`src/rtl/fp_mul_pkg.sv`:
```
// Shared types and constant builders for the widening sequential FP multiplier.
package fp_mul_pkg;

   typedef enum logic [1:0] {
      IDLE = 2'd0,
      MUL  = 2'd1,
      NORM = 2'd2,
      DONE = 2'd3
   } state_e;

   // Wide enough for any practical output format; callers slice the low bits.
   localparam int PAT_W = 128;

   function automatic int bias(input int w);
      return (1 << (w - 1)) - 1;
   endfunction

   // +inf with sign 0: exponent all ones, fraction zero.
   function automatic logic [PAT_W-1:0] inf_pat(input int oexp_w, input int oman_w);
      logic [PAT_W-1:0] p;
      p = '0;
      for (int i = 0; i < oexp_w; i++) p[oman_w + i] = 1'b1;
      return p;
   endfunction

   // Canonical quiet NaN: sign 0, exponent all ones, only the fraction MSB set.
   function automatic logic [PAT_W-1:0] qnan_pat(input int oexp_w, input int oman_w);
      logic [PAT_W-1:0] p;
      p = inf_pat(oexp_w, oman_w);
      p[oman_w - 1] = 1'b1;
      return p;
   endfunction

endpackage

```
`src/rtl/fp_mul_widening_seq_core.sv`:
```
// Iterative radix-2 shift-add unsigned W x W multiplier. start_i loads the
// operands; done_o is high during the cycle whose closing edge writes the last
// partial product, so prod_o is final from the next cycle on.
module shift_add_mul_core #(
   parameter int W = 24
) (
   input  logic           clk,
   input  logic           rst_n,
   input  logic           start_i,
   input  logic [W-1:0]   mcand_i,
   input  logic [W-1:0]   mplr_i,
   output logic           done_o,
   output logic [2*W-1:0] prod_o
);
   localparam int CW = $clog2(W + 1);

   logic [W-1:0]   mcand_q;
   logic [W-1:0]   mplr_q;
   logic [2*W-1:0] acc_q;
   logic [CW-1:0]  cnt_q;
   logic           run_q;
   logic [W:0]     sum_d;
   logic           last_d;

   // Add the multiplicand into the upper half when the multiplier LSB is set.
   always_comb begin
      sum_d  = {1'b0, acc_q[2*W-1:W]} + (mplr_q[0] ? {1'b0, mcand_q} : '0);
      last_d = run_q && (cnt_q == CW'(W - 1));
   end

   // Load on start, then shift accumulator and multiplier right for W cycles.
   always_ff @(posedge clk or negedge rst_n) begin
      if (!rst_n) begin
         mcand_q <= '0;
         mplr_q  <= '0;
         acc_q   <= '0;
         cnt_q   <= '0;
         run_q   <= 1'b0;
      end else if (start_i) begin
         mcand_q <= mcand_i;
         mplr_q  <= mplr_i;
         acc_q   <= '0;
         cnt_q   <= '0;
         run_q   <= 1'b1;
      end else if (run_q) begin
         acc_q  <= {sum_d, acc_q[W-1:1]};
         mplr_q <= mplr_q >> 1;
         cnt_q  <= cnt_q + 1'b1;
         if (last_d) run_q <= 1'b0;
      end
   end

   assign done_o = last_d;
   assign prod_o = acc_q;

endmodule

```
`src/rtl/fp_mul_widening_seq.sv`:
```
// Widening IEEE-754 multiplier: exact product of two EXP_W/MAN_W operands in
// OEXP_W/OMAN_W format, one operation in flight behind valid/ready.
//
// state | meaning
// IDLE  | waiting for operands, in_ready high
// MUL   | shift-add core iterating over MAN_W+1 multiplier bits
// NORM  | normalise product, build exponent, load result
// DONE  | result valid and held until out_ready
module fp_mul_widening_seq
   import fp_mul_pkg::*;
#(
   parameter int EXP_W  = 8,
   parameter int MAN_W  = 23,
   parameter int OEXP_W = 11,
   parameter int OMAN_W = 52
) (
   input  logic                       clk,
   input  logic                       rst_n,
   input  logic                       in_valid,
   output logic                       in_ready,
   input  logic [EXP_W+MAN_W:0]       a,
   input  logic [EXP_W+MAN_W:0]       b,
   output logic                       out_valid,
   input  logic                       out_ready,
   output logic [OEXP_W+OMAN_W:0]     result,
   output logic                       busy
);
   localparam int IW = 1 + EXP_W + MAN_W;
   localparam int RW = 1 + OEXP_W + OMAN_W;
   localparam int MW = MAN_W + 1;
   localparam int PW = 2 * MW;
   localparam int FW = 2 * MAN_W + 1;

   // Exponent rebias is always positive since OEXP_W >= EXP_W+2.
   localparam logic [OEXP_W:0] EADJ = (OEXP_W+1)'(bias(OEXP_W) - 2 * bias(EXP_W));
   localparam logic [PAT_W-1:0] QNAN_FULL = qnan_pat(OEXP_W, OMAN_W);
   localparam logic [PAT_W-1:0] INF_FULL  = inf_pat(OEXP_W, OMAN_W);
   localparam logic [RW-1:0]    QNAN_RES  = QNAN_FULL[RW-1:0];
   localparam logic [RW-1:0]    INF_RES   = INF_FULL[RW-1:0];

   state_e          state_q;
   logic            sign_q;
   logic [OEXP_W:0] esum_q;
   logic [RW-1:0]   result_q;
   logic            out_valid_q;
   logic            in_ready_q;
   logic            busy_q;

   logic [EXP_W-1:0]  ea, eb;
   logic [MAN_W-1:0]  fa, fb;
   logic              a_zero, a_inf, a_nan, b_zero, b_inf, b_nan;
   logic              sign_d, special_d, accept;
   logic [OEXP_W:0]   esum_d, eo_d;
   logic [RW-1:0]     spec_res_d, norm_res_d;
   logic [FW-1:0]     frac_d;
   logic [OMAN_W-1:0] ofrac_d;
   logic              norm_n;
   logic              core_done;
   logic [PW-1:0]     prod;

   // Operand classification and special-result selection at the accept edge.
   always_comb begin
      ea     = a[IW-2:MAN_W];
      eb     = b[IW-2:MAN_W];
      fa     = a[MAN_W-1:0];
      fb     = b[MAN_W-1:0];
      a_zero = (ea == '0);
      b_zero = (eb == '0);
      a_inf  = (&ea) && (fa == '0);
      b_inf  = (&eb) && (fb == '0);
      a_nan  = (&ea) && (fa != '0);
      b_nan  = (&eb) && (fb != '0);
      sign_d = a[IW-1] ^ b[IW-1];
      esum_d = (OEXP_W+1)'(ea) + (OEXP_W+1)'(eb);
      accept = in_valid && in_ready_q;
      special_d = a_nan || b_nan || a_inf || b_inf || a_zero || b_zero;
      if (a_nan || b_nan || (a_inf && b_zero) || (b_inf && a_zero))
         spec_res_d = QNAN_RES;
      else if (a_inf || b_inf)
         spec_res_d = INF_RES | {sign_d, {(RW-1){1'b0}}};
      else
         spec_res_d = {sign_d, {(RW-1){1'b0}}};
   end

   // Product in [1,4): drop the hidden one, bump exponent when the top bit is set.
   always_comb begin
      norm_n  = prod[PW-1];
      frac_d  = norm_n ? prod[PW-2:0] : {prod[PW-3:0], 1'b0};
      ofrac_d = '0;
      ofrac_d[OMAN_W-1 -: FW] = frac_d;
      eo_d    = esum_q + EADJ + {{OEXP_W{1'b0}}, norm_n};
      norm_res_d = {sign_q, eo_d[OEXP_W-1:0], ofrac_d};
   end

   shift_add_mul_core #(.W(MW)) u_core (
      .clk     (clk),
      .rst_n   (rst_n),
      .start_i (accept && !special_d),
      .mcand_i ({1'b1, fa}),
      .mplr_i  ({1'b1, fb}),
      .done_o  (core_done),
      .prod_o  (prod)
   );

   // Handshake FSM with registered outputs.
   always_ff @(posedge clk or negedge rst_n) begin
      if (!rst_n) begin
         state_q     <= IDLE;
         sign_q      <= 1'b0;
         esum_q      <= '0;
         result_q    <= '0;
         out_valid_q <= 1'b0;
         in_ready_q  <= 1'b1;
         busy_q      <= 1'b0;
      end else begin
         case (state_q)
            IDLE: if (accept) begin
               sign_q     <= sign_d;
               esum_q     <= esum_d;
               in_ready_q <= 1'b0;
               if (special_d) begin
                  result_q    <= spec_res_d;
                  out_valid_q <= 1'b1;
                  state_q     <= DONE;
               end else begin
                  busy_q  <= 1'b1;
                  state_q <= MUL;
               end
            end
            MUL: if (core_done) state_q <= NORM;
            NORM: begin
               result_q    <= norm_res_d;
               busy_q      <= 1'b0;
               out_valid_q <= 1'b1;
               state_q     <= DONE;
            end
            DONE: if (out_ready) begin
               out_valid_q <= 1'b0;
               in_ready_q  <= 1'b1;
               state_q     <= IDLE;
            end
            default: state_q <= IDLE;
         endcase
      end
   end

   assign result    = result_q;
   assign out_valid = out_valid_q;
   assign in_ready  = in_ready_q;
   assign busy      = busy_q;

endmodule
```
`config.mk`:
```
export PLATFORM = sky130hd
export DESIGN_NAME = fp_mul_widening_seq
export DESIGN_NICKNAME = d
export VERILOG_FILES = /design/src/rtl/fp_mul_pkg.sv /design/src/rtl/fp_mul_widening_seq_core.sv /design/src/rtl/fp_mul_widening_seq.sv
export SDC_FILE = /design/constraint.sdc
export NUM_CORES = 1
export LEC_CHECK = 0
export BUFFER_PORTS_ARGS = -buffer_cell sky130_fd_sc_hd__buf_2
export CORE_UTILIZATION = 60
export CTS_BUF_LIST = sky130_fd_sc_hd__clkbuf_4
export DETAILED_ROUTE_END_ITERATION = 12
export PLACE_DENSITY_LB_ADDON = 0.1
export SLEW_MARGIN = 10
export SYNTH_ARGS = -nofsm -noshare
export SYNTH_HDL_FRONTEND = slang
export SYNTH_HIERARCHICAL = 1
export SYNTH_SLANG_ARGS = --single-unit
```
`constraint.sdc`:
```
create_clock -name clk -period 3.4 [get_ports clk]
set_clock_uncertainty 0.2 [all_clocks]
set_input_delay 0.17 -clock clk [delete_from_list [all_inputs] [get_ports clk]]
set_output_delay 0.17 -clock clk [all_outputs]
set_load 0.01 [all_outputs]
```
==> results.md <==
- Status: completed
- Post-synth top area share: 0.4254
- # DRC: 0
- Crit. End Element: flip-flop
- Final min period: 3.217 ns
- #FFs+latches synth: 176
- P_sw: 0.8740 mW
- Clock latency on the worst-skew pair: 0.59 ns
- Final Hold Viols: 0
- Initial antenna violation count: 1
- Number of buffers created by CTS: 17
- Die area: 17,690 um^2
- Max FO, Critical Path: 14
- Grt total ovfl: 0
- WL per Instance: 17.28 um
- Post-Synth Simple-Gate Area: 0.1625
- Port bufs: 129
- Clock Tree Buf Depth: 2
- FF-to-FF End: u_core/prod_o[38]
- Share of post-route cells with drive strength above 1: 0.2508
- Reg power frac: 0.603
- Floorplan Core Area: 16,640 um^2
- Post-synth EDFFs: 0
- CTS tree: yes
- R2R depth: 9
- DRT Pass-1 Iters: 7
- Period utilization: 0.9461
- RSZ-0062 raised after global routing: false
- Clock power frac: 0.324
- Setup violators final: 0
- FP Rows: 47
- Placed instance count: 1,316
- Post-Synth Adder-Cell Area: 0.05250
- R2R setup slack: 0.18 ns
- P&R area growth vs syn: 17.32%
- Max_cap viols: 0
- Clock transition at path regs: 0.16 ns
- Width of the die: 133.0 um
- Root buffer cell: clkbuf_4
- Layout Nets: 1,301
- Compound-Gate Fraction of Synth Area: 0.1641
- Area leader, netlist: dfrtp_1
- DR vias: 8,349
- Fillers: 1,225
- Most frequent cells in the layout: dfrtp_1, buf_2, mux2i_1
- Worst EP arrival: 3.53 ns
- Area of the mapped netlist: 10,290 um^2
- Post-Route WL: 24,620 um
- Switching share of power: 0.2517
- Avg Inst Size Synth: 10.18 um^2
- Post-route ant nets: 0
- H-tree levels: 4
- Asr flop ratio synth: 1.000
- Worst Hold End: esum_q[2]
- HPWL Detailed: 16,060 um
- GRT Util Overall: 0.2879
- Height of the die: 133.0 um
- Area used by multi-input combinational logic: 5455 um^2
- Vias/cell: 5.859
- Reg area: 4410 um^2
- IR drop worst, VDD: 0.0002758 V
- Hold Path Origin: a[24]
- Worst EP required: 3.72 ns
- Dominant synthesized flop cell: dfrtp_1
- Crit Path Class: flip-flop to flip-flop
- Syn Inst Count: 1,011
- Layout Cells excl Fill: 1,425
- CP startpoint kind: flip-flop
- Number of cells on the worst hold path: 5
- Register area share after synthesis: 0.4279
- DR iter-0 viols: 641
- Int Power: 2.599 mW
- YS warnings: 6
- Final Util: 0.7257
- Global-route wire length before repair: 40,420 um
- Xor and xnor area share after synthesis: 0.02127
- Leak: 5.358 nW
- Post-synthesis mux area share: 0.1257
- Placer Congestion: 0.9259
- Pwr Total: 3.473 mW
- Cells taking the most area after synthesis: dfrtp_1, mux2i_1, o31ai_2
- Power density cells: 287.6 nW/um^2
- Clk sink count: 176
- Final slew viol count: 0
- Number of global-route vias before repair: 8,005
- Synth cell types: 68
- Main combinational cell family by area after synthesis: compound AO/OA/AOI/OAI gates
- Final hold slack: 0.04636 ns
- Comb power frac: 0.073
- Tightest Pin Transition: 0.8911 ns
- Io pins: 135
- Rel. slew slack: 0.4059
- Commonest non-fill, non-tap cell in the layout: dfrtp_1
- Initial Utilization: 0.6186
- Total negative slack: 0 ns
- Setup bufs post-CTS: 0
- Hold Path Class: input port to flip-flop
- Pin count of the biggest net entering global routing: 91
- Fmax: 0.3109 GHz
- Worst R2R Start: u_core/mplr_q[0]
-- cell families after synthesis --
family	after synthesis
and+or+nand+nor	331
AOI/OAI and AO/OA	222
DFF	176
muxes	126
buffers and inverters	87
adders and majority gates	42
xor gates and xnor gates	25
other	2
-- repair_timing --
action,in CTS,in global routing
resized for setup,0,0
hold buffers,76,0
endpoints found under the setup margin,0,0
hold endpoints to repair,236,0
-- registers in the layout (all words and copies together), names as in the netlist --
register	flops
u_core/prod_o	48
state_q	2
u_core/mplr_q	24
u_core/mcand_q	24
u_core/run_q	1
busy	1
in_ready	1
sign_q	1
out_valid	1
esum_q	9
u_core/cnt_q	5
result	59
-- final cells by class --
class	instances	area share
antenna	1	0.0002072
clock buffer	19	0.01181
clock inverter	13	0.009427
inverter	20	0.006216
multi-input combinational	753	0.4517
sequential	176	0.3652
tap	220	0.02279
timing repair buffer	223	0.1327
-- how the worst max path moves through the flow --
stage                          start                 to  slack [ns]
floorplan           u_core/mplr_q[0]  u_core/prod_o[41]        0.61
global placement    u_core/mplr_q[0]  u_core/prod_o[41]        0.38
detailed placement  u_core/mplr_q[0]  u_core/prod_o[41]        0.29
CTS                 u_core/mplr_q[0]  u_core/prod_o[41]        0.25
global route        u_core/mplr_q[0]  u_core/prod_o[38]        0.03
finish              u_core/mplr_q[0]  u_core/prod_o[38]        0.18
-- power by group through the flow --
stage / combinational (mW) / clock [mW] / sequential (mW)
after floorplan: 0.0548 / 0 / 2.13
after global placement: 0.161 / 0 / 2.13
after detailed placement: 0.162 / 0 / 2.13
after CTS: 0.241 / 1.15 / 2.09
after global routing: 0.276 / 1.23 / 2.10
final: 0.252 / 1.13 / 2.09
-- Yosys cell counts, types with 7 or more instances --
cell / n
a21o_1: 13
a21oi_1: 42
and2_1: 25
buf_2: 7
buf_6: 14
clkbuf_1: 37
dfrtp_1: 175
ha_1: 40
inv_1: 20
mux2_2: 26
mux2i_1: 100
nand2_1: 86
nand2_2: 39
nand3_1: 21
nand3b_1: 8
nand4_1: 15
nor2_1: 77
nor3_1: 12
nor4_1: 10
o211ai_1: 7
o21ai_0: 54
o31ai_2: 45
xnor2_1: 15
xor2_1: 10
-- per-stage QoR --
stage	cell area (um^2)	setup WS [ns]
final	12080	0.1834
after global routing	12080	0.02842
after CTS	12080	0.2533
after detailed placement	11040	0.2887
after global placement	11040	0.3796
after floorplan	10310	0.6087
-- worst max-delay path, cell delays in order (launching register included) --
cell and delay, ns:
dfrtp_1 0.54, buf_4 0.25, and2_1 0.15, ha_1 0.37, a21oi_1 0.31, nand2_1 0.12, a41oi_1 0.38, o211ai_1 0.27
a2111o_1 0.46, nand3_1 0.08
-- routing by layer --
metal | vias up | GRT usage | share of wire
met5 | - | 0 | 0
met4 | 0 | 0.09962 | 0.025
met3 | 52 | 0.04023 | 0.054
met2 | 295 | 0.4584 | 0.47
met1 | 4006 | 0.4043 | 0.45
li1 | 3996 | - | -
(Power assumes the default switching activity.)
